[src/rtl/mem_arbiter_pkg.sv]
// rtl/mem_arbiter_pkg.sv - shared widths and state encoding for the IF/MEM RAM arbiter
package mem_arbiter_pkg;

    localparam int ARB_ADDR_W = 32;
    localparam int ARB_DATA_W = 32;
    localparam int ARB_SEL_W  = ARB_DATA_W / 8;

    // Arbiter FSM states; two bits leave room for one more state
    typedef enum logic [1:0] {
        ARB_IDLE     = 2'd0,
        ARB_BUSY_MEM = 2'd1,
        ARB_BUSY_IF  = 2'd2
    } arb_state_t;

endpackage

[src/rtl/mem_arbiter.sv]
// rtl/mem_arbiter.sv - fixed-priority arbiter sharing one RAM port between fetch and load/store
module mem_arbiter
    import mem_arbiter_pkg::*;
#(
    parameter int ADDR_W = ARB_ADDR_W,
    parameter int DATA_W = ARB_DATA_W,
    parameter int SEL_W  = ARB_SEL_W
) (
    input  logic              clk,
    input  logic              rst,

    input  logic              if_req,
    input  logic [ADDR_W-1:0] if_addr,
    output logic [DATA_W-1:0] if_rdata,
    output logic              if_valid,
    output logic              if_stall,
    input  logic              flush,

    input  logic              mem_req,
    input  logic              mem_we,
    input  logic [SEL_W-1:0]  mem_sel,
    input  logic [ADDR_W-1:0] mem_addr,
    input  logic [DATA_W-1:0] mem_wdata,
    output logic [DATA_W-1:0] mem_rdata,
    output logic              mem_valid,
    output logic              mem_stall,

    output logic              ram_req,
    output logic              ram_we,
    output logic [SEL_W-1:0]  ram_sel,
    output logic [ADDR_W-1:0] ram_addr,
    output logic [DATA_W-1:0] ram_wdata,
    input  logic              ram_ack,
    input  logic [DATA_W-1:0] ram_rdata
);

    arb_state_t state;
    // Set when a branch flush hits a fetch that is granted or in flight;
    // that fetch still completes on the RAM side but its result is thrown away.
    logic       drop;

    // Stall a requester until the cycle its valid pulse is seen
    assign mem_stall = mem_req & ~mem_valid;
    assign if_stall  = if_req & ~if_valid;

    // Grant, RAM handshake and result return; every output here is registered,
    // so ram_ack/ram_rdata never reach ram_* combinationally
    always_ff @(posedge clk) begin
        if (rst) begin
            state     <= ARB_IDLE;
            drop      <= 1'b0;
            ram_req   <= 1'b0;
            ram_we    <= 1'b0;
            ram_sel   <= '0;
            ram_addr  <= '0;
            ram_wdata <= '0;
            if_rdata  <= '0;
            if_valid  <= 1'b0;
            mem_rdata <= '0;
            mem_valid <= 1'b0;
        end else begin
            if_valid  <= 1'b0;
            mem_valid <= 1'b0;
            case (state)
                ARB_IDLE: begin
                    // A requester still high in its own valid cycle is not re-granted
                    if (mem_req && !mem_valid) begin
                        state     <= ARB_BUSY_MEM;
                        ram_req   <= 1'b1;
                        ram_we    <= mem_we;
                        ram_sel   <= mem_sel;
                        ram_addr  <= mem_addr;
                        ram_wdata <= mem_wdata;
                    end else if (if_req && !if_valid) begin
                        state     <= ARB_BUSY_IF;
                        ram_req   <= 1'b1;
                        ram_we    <= 1'b0;
                        ram_sel   <= '1;
                        ram_addr  <= if_addr;
                        ram_wdata <= '0;
                        drop      <= flush;
                    end
                end
                ARB_BUSY_MEM: begin
                    if (ram_ack) begin
                        state     <= ARB_IDLE;
                        ram_req   <= 1'b0;
                        mem_valid <= 1'b1;
                        if (!ram_we) begin
                            mem_rdata <= ram_rdata;
                        end
                    end
                end
                ARB_BUSY_IF: begin
                    if (flush) begin
                        drop <= 1'b1;
                    end
                    if (ram_ack) begin
                        state    <= ARB_IDLE;
                        ram_req  <= 1'b0;
                        if_rdata <= ram_rdata;
                        if_valid <= ~(drop | flush);
                        drop     <= 1'b0;
                    end
                end
                default: begin
                    state   <= ARB_IDLE;
                    ram_req <= 1'b0;
                    drop    <= 1'b0;
                end
            endcase
        end
    end

endmodule
[config.mk]
export PLATFORM = sky130hd
export DESIGN_NAME = mem_arbiter
export DESIGN_NICKNAME = d
export VERILOG_FILES = /design/src/rtl/mem_arbiter_pkg.sv /design/src/rtl/mem_arbiter.sv
export SDC_FILE = /design/constraint.sdc
export NUM_CORES = 1
export LEC_CHECK = 0
export BUFFER_PORTS_ARGS = -buffer_cell sky130_fd_sc_hd__buf_2
export CORE_AREA = 2 2 136 138
export DETAILED_ROUTE_END_ITERATION = 16
export DIE_AREA = 0 0 138 140
export PLACE_DENSITY = 0.68
export SETUP_SLACK_MARGIN = 0.15
export SYNTH_ARGS = -nofsm -noshare
export SYNTH_HDL_FRONTEND = slang
export SYNTH_SLANG_ARGS = --single-unit
export TNS_END_PERCENT = 10
[constraint.sdc]
create_clock -name clk -period 2.4 [get_ports clk]
set_input_delay 0.36 -clock clk [delete_from_list [all_inputs] [get_ports clk]]
set_output_delay 0.36 -clock clk [all_outputs]
set_load 0.02 [all_outputs]
==> impl_metrics.env, run 1 <==
export IMPL_required_ns=2.72
export IMPL_final_period_utilization_pct=77.5
export IMPL_num_io_pins=277
export IMPL_drt_wirelength_per_cell_um=13.6
export IMPL_die_y_um=140
export IMPL_ant_nets=0
export IMPL_clk_pin_slew_ns=0.06
export IMPL_min_path_type="in -> reg"
export IMPL_grt_ovfl_total=0
export IMPL_drc=0
export IMPL_layout_nets=1028
export IMPL_yosysSeqAreaShare_pct=52.7
export IMPL_holdPathStages=2
export IMPL_drv_slew=0
export IMPL_ir_worst_vdd_mv=0.456
export IMPL_root_buffer="clkbuf_16"
export IMPL_rows=49
export IMPL_synthCells=631
export IMPL_core_area_sq_mm=0.0178
export IMPL_drt_pass1_iterations=4
export IMPL_htreeDepth=4
export IMPL_dp_slack_ns=0.436
export IMPL_numClockSinks=139
export IMPL_drv_cap=0
export IMPL_antenna_found_initial=0
export IMPL_final_hold_viol_count=0
export IMPL_groute_usage_overall_pct=15.5
export IMPL_vias=5193
export IMPL_syn_cell_area_sq_mm=0.00528
export IMPL_leakagePower_nw=3.46
export IMPL_diodes=0
export IMPL_setup_viol=0
export IMPL_powerDensity_mw_per_mm2=889
export IMPL_cp_end_kind="flip-flop"
export IMPL_max_freq_mhz=537
export IMPL_final_cell_area_sq_mm=0.00746
export IMPL_die_area_sq_mm=0.0193
export IMPL_skew_ns=0.00564
export IMPL_syn_nets=774
export IMPL_cts_tree="yes"
export IMPL_clock_latency_ns=0.41
export IMPL_grt_pass1_vias=4847
export IMPL_place_area_sq_mm=0.00683
export IMPL_die_w_um=138
export IMPL_worst_slew_pin_slew_ns=0.705
export IMPL_syn_to_final_growth_pct=41.4
export IMPL_yosysWarnings=0
export IMPL_tns_ns=0
export IMPL_cts_setup_buffers=0
export IMPL_timing_slew_headroom_pct=53.0
export IMPL_drt_iter0_markers=145
export IMPL_worst_path_max_fanout=24
export IMPL_crit_arrival_ns=2.18
export IMPL_layout_setup_ws_ns=0.539
export IMPL_avgViaCountPerCell=4.61
export IMPL_cts_resized=0
export IMPL_dp_final_hpwl_um=10800
export IMPL_numCtsBuffers=17
export IMPL_grt_max_degree=83
export IMPL_path_class="reg -> reg"
export IMPL_r2r_cells=6
export IMPL_start_util_pct=29.7
export IMPL_cts_buffer_depth=2
export IMPL_gp_congestion=0.791
export IMPL_final_util_pct=42.0
export IMPL_ys_ff_latch=139
export IMPL_ys_types=27
export IMPL_synth_avg_cell_area_sq_um=8.36
export IMPL_start_kind="flip-flop"
export IMPL_portBuffers=276
export IMPL_finalCriticalPeriod_ns=1.86
export IMPL_rsz0062_at_grt="no"
export IMPL_totalWireLength_um=15400
export IMPL_grt_pass1_wl_um=24300
export IMPL_status="completed"
export IMPL_drive_gt1_share_pct=38.5
export IMPL_postCtsHoldBufs=0
export IMPL_power_mw=6.63
[worst max-delay path, cell delays in order, from the launching register on]
cell,delay [ns]
dfxtp_1,0.32
inv_1,0.12
ha_1,0.37
o21a_4,0.40
buf_4,0.26
nor2_1,0.07
a311oi_2,0.22
[state kept, by name, indices dropped and copies added (netlist names)]
name / count
ram_sel: 4
mem_rdata: 32
ram_req: 1
ram_wdata: 32
ram_we: 1
if_valid: 1
state: 2
mem_valid: 1
drop: 1
ram_addr: 32
if_rdata: 32
[path summary, 6_finish.rpt]
kind / start / end / slack, ns
max: state[0] / ram_addr[29] / 0.54
min: flush / if_valid / 0.16
max reg2reg: state[0] / ram_addr[29] / 0.54
min reg2reg: drop / if_valid / 0.43
[through the flow]
stage                     hold WS, ns  std cells
after global routing            0.157       1127
after CTS                       0.143       1127
final                           0.162       1127
after detailed placement        0.420       1095
after global placement          0.417       1095
after floorplan                 0.391        631
[area by class of cell]
class / instances / area, sq um
Timing Repair Buffer: 288 / 1510
Multi-Input combinational cell: 434 / 2230
Tap cell: 229 / 287
Sequential cell: 139 / 2780
Clock inverter: 13 / 189
Clock buffer: 19 / 443
Fill cell: 1816 / 10300
Inverter: 5 / 18.8
[power breakdown]
group | switching, mW | internal (mW)
combinational | 0.767 | 0.444
clock | 1.04 | 1.78
sequential | 0.0986 | 2.50
[synthesized netlist by cell type]
cell type	number	area, sq um
a211oi_1	1	7.51
a21oi_1	68	340
a22oi_1	34	255
a311oi_1	12	105
a311oi_2	20	300
a31oi_1	1	6.26
and2_1	2	12.5
buf_2	11	55.1
buf_4	1	7.51
buf_6	4	45.0
clkbuf_1	37	139
dfxtp_1	139	2780
ha_1	4	50.1
inv_1	4	15.0
inv_2	1	3.75
mux2_2	1	11.3
nand2_1	196	736
nand2b_1	1	6.26
nor2_1	77	289
nor2b_1	3	18.8
nor3_1	7	35.0
nor3b_1	1	7.51
nor4_1	1	6.26
o21a_4	1	15.0
o21ai_2	1	8.76
o22ai_1	1	6.26
or2_2	2	12.5
[cell usage in the layout, fill, tap and decap left out, types with 3 or more instances in the layout]
master,instances
clkbuf_16,17
buf_12,3
a311oi_1,12
ha_1,4
a21oi_1,68
inv_1,4
nor2_1,76
nor2b_1,3
inv_6,4
a22oi_1,34
nand2_1,196
buf_4,10
dfxtp_1,139
bufinv_16,4
a311oi_2,20
buf_2,275
nor3_1,7
[metal layers]
layer	vias up	global-route usage, %	routed length [um]
met4	0	4.67	143
met1	2367	18.4	6780
li1	2625	-	-
met3	9	5.68	1150
met2	192	26.3	7310
met5	-	0	0
[cells by family (layout without fill, tap and decap cells)]
kind of cell	after synthesis	count (layout)	synth area share, %
fa+ha+maj	4	4	0.948
mux	1	1	0.213
compound gates	139	139	19.8
flops	139	139	52.7
simple gates	290	290	21.3
buf+inv	58	325	5.03
No activity file was read; power rests on OpenSTA's default activity.
==> inputs of run 2 (changes only) <==
--- a/config.mk
+++ b/config.mk
@@ -5,10 +5,11 @@
 export SDC_FILE = /design/constraint.sdc
 export NUM_CORES = 1
 export LEC_CHECK = 0
+export ABC_AREA = 1
 export BUFFER_PORTS_ARGS = -buffer_cell sky130_fd_sc_hd__buf_2
-export CORE_AREA = 2 2 136 138
+export CORE_AREA = 2 2 137 139
 export DETAILED_ROUTE_END_ITERATION = 16
-export DIE_AREA = 0 0 138 140
+export DIE_AREA = 0 0 139 141
 export PLACE_DENSITY = 0.68
 export SETUP_SLACK_MARGIN = 0.15
 export SYNTH_ARGS = -nofsm -noshare
==> constraint.sdc (replaced) <==
create_clock -name clk -period 1.9 [get_ports clk]
set_input_delay 0.285 -clock clk [delete_from_list [all_inputs] [get_ports clk]]
set_output_delay 0.285 -clock clk [all_outputs]
set_load 0.02 [all_outputs]
==> run 2 against run 1 <==
Net effect:
- total power up 21%
- critical path type is now reg -> out
- flip-flop and latch count did not move
- register-to-register slack got worse by 0.24 ns
- largest cell class unchanged
- via count rose by 7.9%
- hold slack lost 0.076 ns
- clock power is 17% higher
- largest power group unchanged
==> impl_metrics.env, run 2 <==
export IMPL_synthAdderAreaFrac_pct=0.933
export IMPL_nFillCells=1932
export IMPL_max_freq_mhz=616
export IMPL_synth_area_leaders="dfxtp_1 (52%), nand2_1 (13%), nor2_1 (12%)"
export IMPL_vias=5604
export IMPL_leakagePower_nw=3.83
export IMPL_start_kind="flip-flop"
export IMPL_holdPathStages=2
export IMPL_clk_pin_slew_ns=0.06
export IMPL_dp_slack_ns=0.141
export IMPL_timing_slew_headroom_pct=71.5
export IMPL_r2r_end="ram_wdata[0]"
export IMPL_postCtsHoldBufs=0
export IMPL_min_path_type="in -> reg"
export IMPL_yosysSeqAreaShare_pct=51.9
export IMPL_setup_viol=0
export IMPL_rows=50
export IMPL_crit_arrival_ns=1.34
export IMPL_finalCriticalPeriod_ns=1.62
export IMPL_dp_final_hpwl_um=11700
export IMPL_drt_iter0_markers=309
export IMPL_place_area_sq_mm=0.00693
export IMPL_power_mw=8.05
export IMPL_avgViaCountPerCell=4.50
export IMPL_grt_pass1_vias=5083
export IMPL_gp_congestion=0.781
export IMPL_syn_nets=881
export IMPL_register_area_sq_mm=0.00278
export IMPL_drt_pass1_iterations=4
export IMPL_worst_path_largest_cell_delay_ns=0.32
export IMPL_path_class="reg -> out"
export IMPL_dp_cells=1212
export IMPL_ys_types=21
export IMPL_syn_to_final_growth_pct=40.8
export IMPL_start_util_pct=29.4
export IMPL_grt_max_degree=102
export IMPL_final_hold_viol_count=0
export IMPL_synthMuxAreaShare_pct=0
export IMPL_htreeDepth=4
export IMPL_yosysTopAreaCell="dfxtp_1"
export IMPL_synthFlopType="dfxtp_1"
export IMPL_drv_slew=0
export IMPL_yosysMostFrequentCell="nand2_1"
export IMPL_worst_slew_pin_slew_ns=0.427
export IMPL_layout_setup_ws_ns=0.277
export IMPL_synthCells=738
export IMPL_root_buffer="clkbuf_16"
export IMPL_synth_compound_area_share_pct=16.2
export IMPL_whs_endpoint="if_valid"
export IMPL_ff2ff_setup_slack_ns=0.30
export IMPL_cts_tree="yes"
export IMPL_powerDensity_mw_per_mm2=1070
export IMPL_worst_path_max_fanout=25
export IMPL_cp_startpoint="mem_valid"
export IMPL_multi_input_area_sq_mm=0.00229
export IMPL_final_cell_area_sq_mm=0.00755
export IMPL_final_period_utilization_pct=85.4
export IMPL_clock_latency_ns=0.41
export IMPL_synth_edf_count=0
export IMPL_syn_cell_area_sq_mm=0.00536
export IMPL_cts_buffer_depth=2
export IMPL_crit_chain="inv_1, nand2_4, inv_8, buf_2"
export IMPL_final_common_cell="buf_2"
export IMPL_drc=0
export IMPL_status="completed"
export IMPL_drv_cap=0
export IMPL_rsz0062_at_grt="yes"
export IMPL_grt_pass1_wl_um=25800
export IMPL_final_cell_mix="buf_2 (276), nand2_1 (179), nor2_1 (169)"
export IMPL_numCtsBuffers=17
export IMPL_antenna_found_initial=0
export IMPL_totalWireLength_um=16600
export IMPL_critical_path_top_delay_family="buffers and inverters"
export IMPL_synthTopCellsByCount="nand2_1 (180), nor2_1 (169), dfxtp_1 (139), o21ai_0 (80), a21oi_1 (72)"
export IMPL_ys_async_sr_fraction_pct=0
export IMPL_synthXorXnorAreaFrac_pct=0
export IMPL_final_cells=1244
export IMPL_grt_ovfl_total=0
export IMPL_hp_start="flush"
export IMPL_critPathBufInv=3
export IMPL_r2r_cells=7
export IMPL_synth_top_family_by_area="simple AND/OR/NAND/NOR gates"
export IMPL_core_area_sq_mm=0.0183
export IMPL_die_w_um=139
export IMPL_slowest_stage="dfxtp_1"
export IMPL_drt_wirelength_per_cell_um=13.4
export IMPL_die_y_um=141
export IMPL_ant_nets=0
export IMPL_drive_gt1_share_pct=32.8
export IMPL_ys_ff_latch=139
export IMPL_num_io_pins=277
export IMPL_r2r_start="state[0]"
export IMPL_synth_avg_cell_area_sq_um=7.27
export IMPL_tns_ns=0
export IMPL_yosysWarnings=0
export IMPL_numClockSinks=139
export IMPL_die_area_sq_mm=0.0196
export IMPL_ir_worst_vdd_mv=0.611
export IMPL_skew_ns=0.00874
export IMPL_required_ns=1.62
export IMPL_cp_end_kind="primary output"
export IMPL_portBuffers=276
export IMPL_groute_usage_overall_pct=16.4
export IMPL_diodes=0
export IMPL_synth_simple_area_share_pct=25.4
export IMPL_netlist_area_leader_share_pct=51.9
export IMPL_layout_nets=1140
run 2: cell types whose count changed after synthesis, moves of 4 or more:
cell and delta:
nor3_1 -7, o21ai_1 +22, nor2_1 +92, o21ai_0 +80
nand2_1 -16, buf_2 +7, a21oi_1 +4, a22oi_1 -34
clkbuf_1 -12, buf_4 +6, inv_1 +7, a311oi_2 -20
a311oi_1 -12
run 2: cells by family (layout without fill, tap and decap cells):
group | after synthesis | after routing
AOI/OAI and AO/OA | 174 | 174
adders and majority gates | 4 | 4
DFF | 139 | 139
buffers and inverters | 65 | 337
and+or+nand+nor | 356 | 356
run 2: report_power, final:
group | leakage (nW) | switching [mW] | total (mW) | internal [mW]
Clock | 0.286 | 1.29 | 3.30 | 2.01
Sequential | 1.14 | 0.115 | 3.27 | 3.16
Combinational | 2.40 | 0.947 | 1.47 | 0.525
Total | 3.83 | 2.36 | 8.05 | 5.69
run 2: layout make-up:
| type | count | area share, % |
|---|---|---|
| clock buffer | 19 | 6.00 |
| clock inverter | 13 | 1.87 |
| inverter | 13 | 0.746 |
| multi-input combinational | 534 | 30.3 |
| sequential | 139 | 36.9 |
| tap | 234 | 3.88 |
| timing repair buffer | 292 | 20.3 |
run 2: metrics by stage:
step / hold slack [ns] / util [%]
CTS: 0.0614 / 41.2
global route: 0.0823 / 41.3
detailed placement: 0.434 / 38.0
floorplan: 0.364 / -
global placement: 0.423 / 38.0
finish: 0.0865 / 41.3
run 2: routing by layer:
layer / up-vias / track usage (%) / part of all wire, % / wire [um]
li1: 2880 / - / - / -
met1: 2516 / 20.5 / 44 / 7390
met2: 184 / 26.6 / 48 / 7930
met3: 24 / 5.16 / 5.9 / 982
met4: 0 / 5.79 / 2.0 / 330
met5: - / 0 / 0 / 0
run 2: worst reg2reg max path, stage by stage, from the launching register on:
cell      delay (ns)
dfxtp_1         0.32
inv_1           0.13
ha_2            0.30
nand3_2         0.19
clkinv_1        0.11
buf_8           0.22
nand2_1         0.10
a21oi_1         0.17
run 2: worst max-delay path by stage:
stage,slack [ns],end,depth (start not counted)
final,0.28,mem_stall,4
after floorplan,0.51,ram_wdata[22],8
after global routing,0.15,ram_wdata[12],7
after detailed placement,0.14,ram_wdata[1],7
after CTS,0.13,ram_wdata[5],7
after global placement,0.29,ram_addr[27],6
run 2: timing repair:
action                     in CTS  in global routing
cloned                          0                  0
hold endpoints to repair        0                  0
setup endpoints to repair       7                 53
resized for setup               1                  6
setup buffers                   0                  0
==> inputs of run 3 (changes only) <==
--- a/config.mk
+++ b/config.mk
@@ -7,10 +7,9 @@
 export LEC_CHECK = 0
 export ABC_AREA = 1
 export BUFFER_PORTS_ARGS = -buffer_cell sky130_fd_sc_hd__buf_2
-export CORE_AREA = 2 2 137 139
+export CORE_AREA = 3 3 138 140
 export DETAILED_ROUTE_END_ITERATION = 16
-export DIE_AREA = 0 0 139 141
-export PLACE_DENSITY = 0.68
+export DIE_AREA = 0 0 141 143
 export SETUP_SLACK_MARGIN = 0.15
 export SYNTH_ARGS = -nofsm -noshare
 export SYNTH_HDL_FRONTEND = slang
==> run 3 against run 2 <==
Net effect:
- non-clock buffer count fell by 2
- final cell count fell by 0.64%
- via count fell by 1.1%
- maximum frequency fell by 1.8%
- core utilization rose by 0.39 points
- global-route usage rose by 0.25 points
- routed wire length rose by 3.6%
- combinational power barely moved
- clock power fell by 5%
- flip-flop and latch count did not move
- worst setup slack got worse by 0.029 ns
- critical endpoint unchanged
==> impl_metrics.env, run 3 (synthesized netlist as in run 2, its figures left out) <==
export IMPL_ant_nets=0
export IMPL_max_freq_mhz=605
export IMPL_crit_arrival_ns=1.37
export IMPL_leakagePower_nw=3.80
export IMPL_num_io_pins=277
export IMPL_powerDensity_mw_per_mm2=1050
export IMPL_diodes=0
export IMPL_postCtsHoldBufs=0
export IMPL_worst_path_max_fanout=33
export IMPL_start_util_pct=29.9
export IMPL_ff2ff_setup_slack_ns=0.38
export IMPL_worst_slew_pin_slew_ns=0.525
export IMPL_r2r_start="state[0]"
export IMPL_required_ns=1.62
export IMPL_final_common_cell="buf_2"
export IMPL_cts_setup_buffers=0
export IMPL_layout_setup_ws_ns=0.248
export IMPL_wl_met1_um=7630
export IMPL_drt_pass1_iterations=4
export IMPL_nFillCells=1896
export IMPL_grt_ovfl_total=0
export IMPL_tns_ns=0
export IMPL_syn_to_final_growth_pct=39.7
export IMPL_drt_wirelength_per_cell_um=13.9
export IMPL_htreeDepth=4
export IMPL_die_y_um=143
export IMPL_drt_iter0_markers=229
export IMPL_r2r_end="drop"
export IMPL_timing_slew_headroom_pct=65.0
export IMPL_cts_tree="yes"
export IMPL_rows=49
export IMPL_drv_slew=0
export IMPL_gp_congestion=0.761
export IMPL_place_area_sq_mm=0.00691
export IMPL_rsz0062_at_grt="yes"
export IMPL_totalWireLength_um=17200
export IMPL_drive_gt1_share_pct=32.3
export IMPL_numCtsBuffers=17
export IMPL_min_path_type="in -> reg"
export IMPL_drc=0
export IMPL_core_area_sq_mm=0.0180
export IMPL_whs_ns=0.103
export IMPL_final_util_pct=41.7
export IMPL_grt_pass1_wl_um=27000
export IMPL_start_kind="flip-flop"
export IMPL_met3WireLength_um=1200
export IMPL_holdPathStages=2
export IMPL_die_area_sq_mm=0.0202
export IMPL_wl_met2_um=8210
export IMPL_final_cell_area_sq_mm=0.00750
export IMPL_dp_slack_ns=0.269
export IMPL_top_layer_used="met5"
export IMPL_numClockSinks=139
export IMPL_status="completed"
export IMPL_vias=5542
export IMPL_antenna_found_initial=1
export IMPL_ir_worst_vdd_mv=0.601
export IMPL_avgViaCountPerCell=4.48
export IMPL_groute_usage_overall_pct=16.6
export IMPL_final_hold_viol_count=0
export IMPL_crit_chain="inv_1, nand2_8, clkinv_8, buf_2"
export IMPL_setup_viol=0
export IMPL_path_depth=4
export IMPL_cp_startpoint="mem_valid"
export IMPL_grt_pass1_vias=5226
export IMPL_r2r_cells=9
export IMPL_root_buffer="clkbuf_16"
export IMPL_skew_ns=0.00944
export IMPL_grt_max_degree=63
export IMPL_portBuffers=276
export IMPL_die_w_um=141
export IMPL_cp_endpoint="mem_stall"
export IMPL_slowest_stage="dfxtp_1"
export IMPL_clk_pin_slew_ns=0.06
export IMPL_final_period_utilization_pct=86.9
export IMPL_dp_final_hpwl_um=12200
export IMPL_drv_cap=0
export IMPL_cp_end_kind="primary output"
export IMPL_final_cell_mix="buf_2 (276), nand2_1 (179), nor2_1 (169)"
export IMPL_cts_buffer_depth=2
export IMPL_critPathBufInv=3
export IMPL_worst_path_largest_cell_delay_ns=0.30
export IMPL_layout_nets=1138
export IMPL_finalCriticalPeriod_ns=1.65
export IMPL_critical_path_top_delay_family="buffers and inverters"
export IMPL_path_class="reg -> out"
export IMPL_clock_latency_ns=0.42
-- run 3: how the worst min path moves through the flow --
stage | start | to | slack, ns
2_1_floorplan | flush | if_valid | 0.36
3_3_place_gp | drop | if_valid | 0.42
3_5_place_dp | drop | if_valid | 0.42
4_1_cts | flush | if_valid | 0.08
5_1_grt | mem_wdata[11] | ram_wdata[11] | 0.09
6_report | flush | if_valid | 0.10
-- run 3: final cells by class --
type / instances / area [sq um] / area share [%]
Tap cell: 229 / 287 / 3.82
Clock inverter: 10 / 93.8 / 1.25
Timing Repair Buffer: 290 / 1520 / 20.3
Clock buffer: 21 / 460 / 6.14
Multi-Input combinational cell: 534 / 2290 / 30.6
Inverter: 13 / 61.3 / 0.818
Sequential cell: 139 / 2780 / 37.1
-- run 3: metrics by stage --
step	power [mW]	std cells
6_report	7.86	1236
5_1_grt	8.28	1236
4_1_cts	7.95	1236
3_5_place_dp	4.80	1205
3_3_place_gp	4.80	1205
2_1_floorplan	4.24	738
-- run 3: power breakdown --
part	switching (mW)	leakage, nW	internal, mW
Clock	1.26	0.265	1.86
Combinational	0.948	2.40	0.516
Sequential	0.113	1.14	3.16
-- run 3: repair_timing --
item	CTS	global route
cloned	0	0
resized for setup	3	4
setup endpoints to repair	1	6
-- run 3: metal layers --
| layer | track usage (%) | vias to the layer above |
|---|---|---|
| li1 | - | 2873 |
| met2 | 27.9 | 158 |
| met5 | 0 | - |
| met1 | 20.5 | 2493 |
| met3 | 5.66 | 16 |
| met4 | 4.39 | 2 |
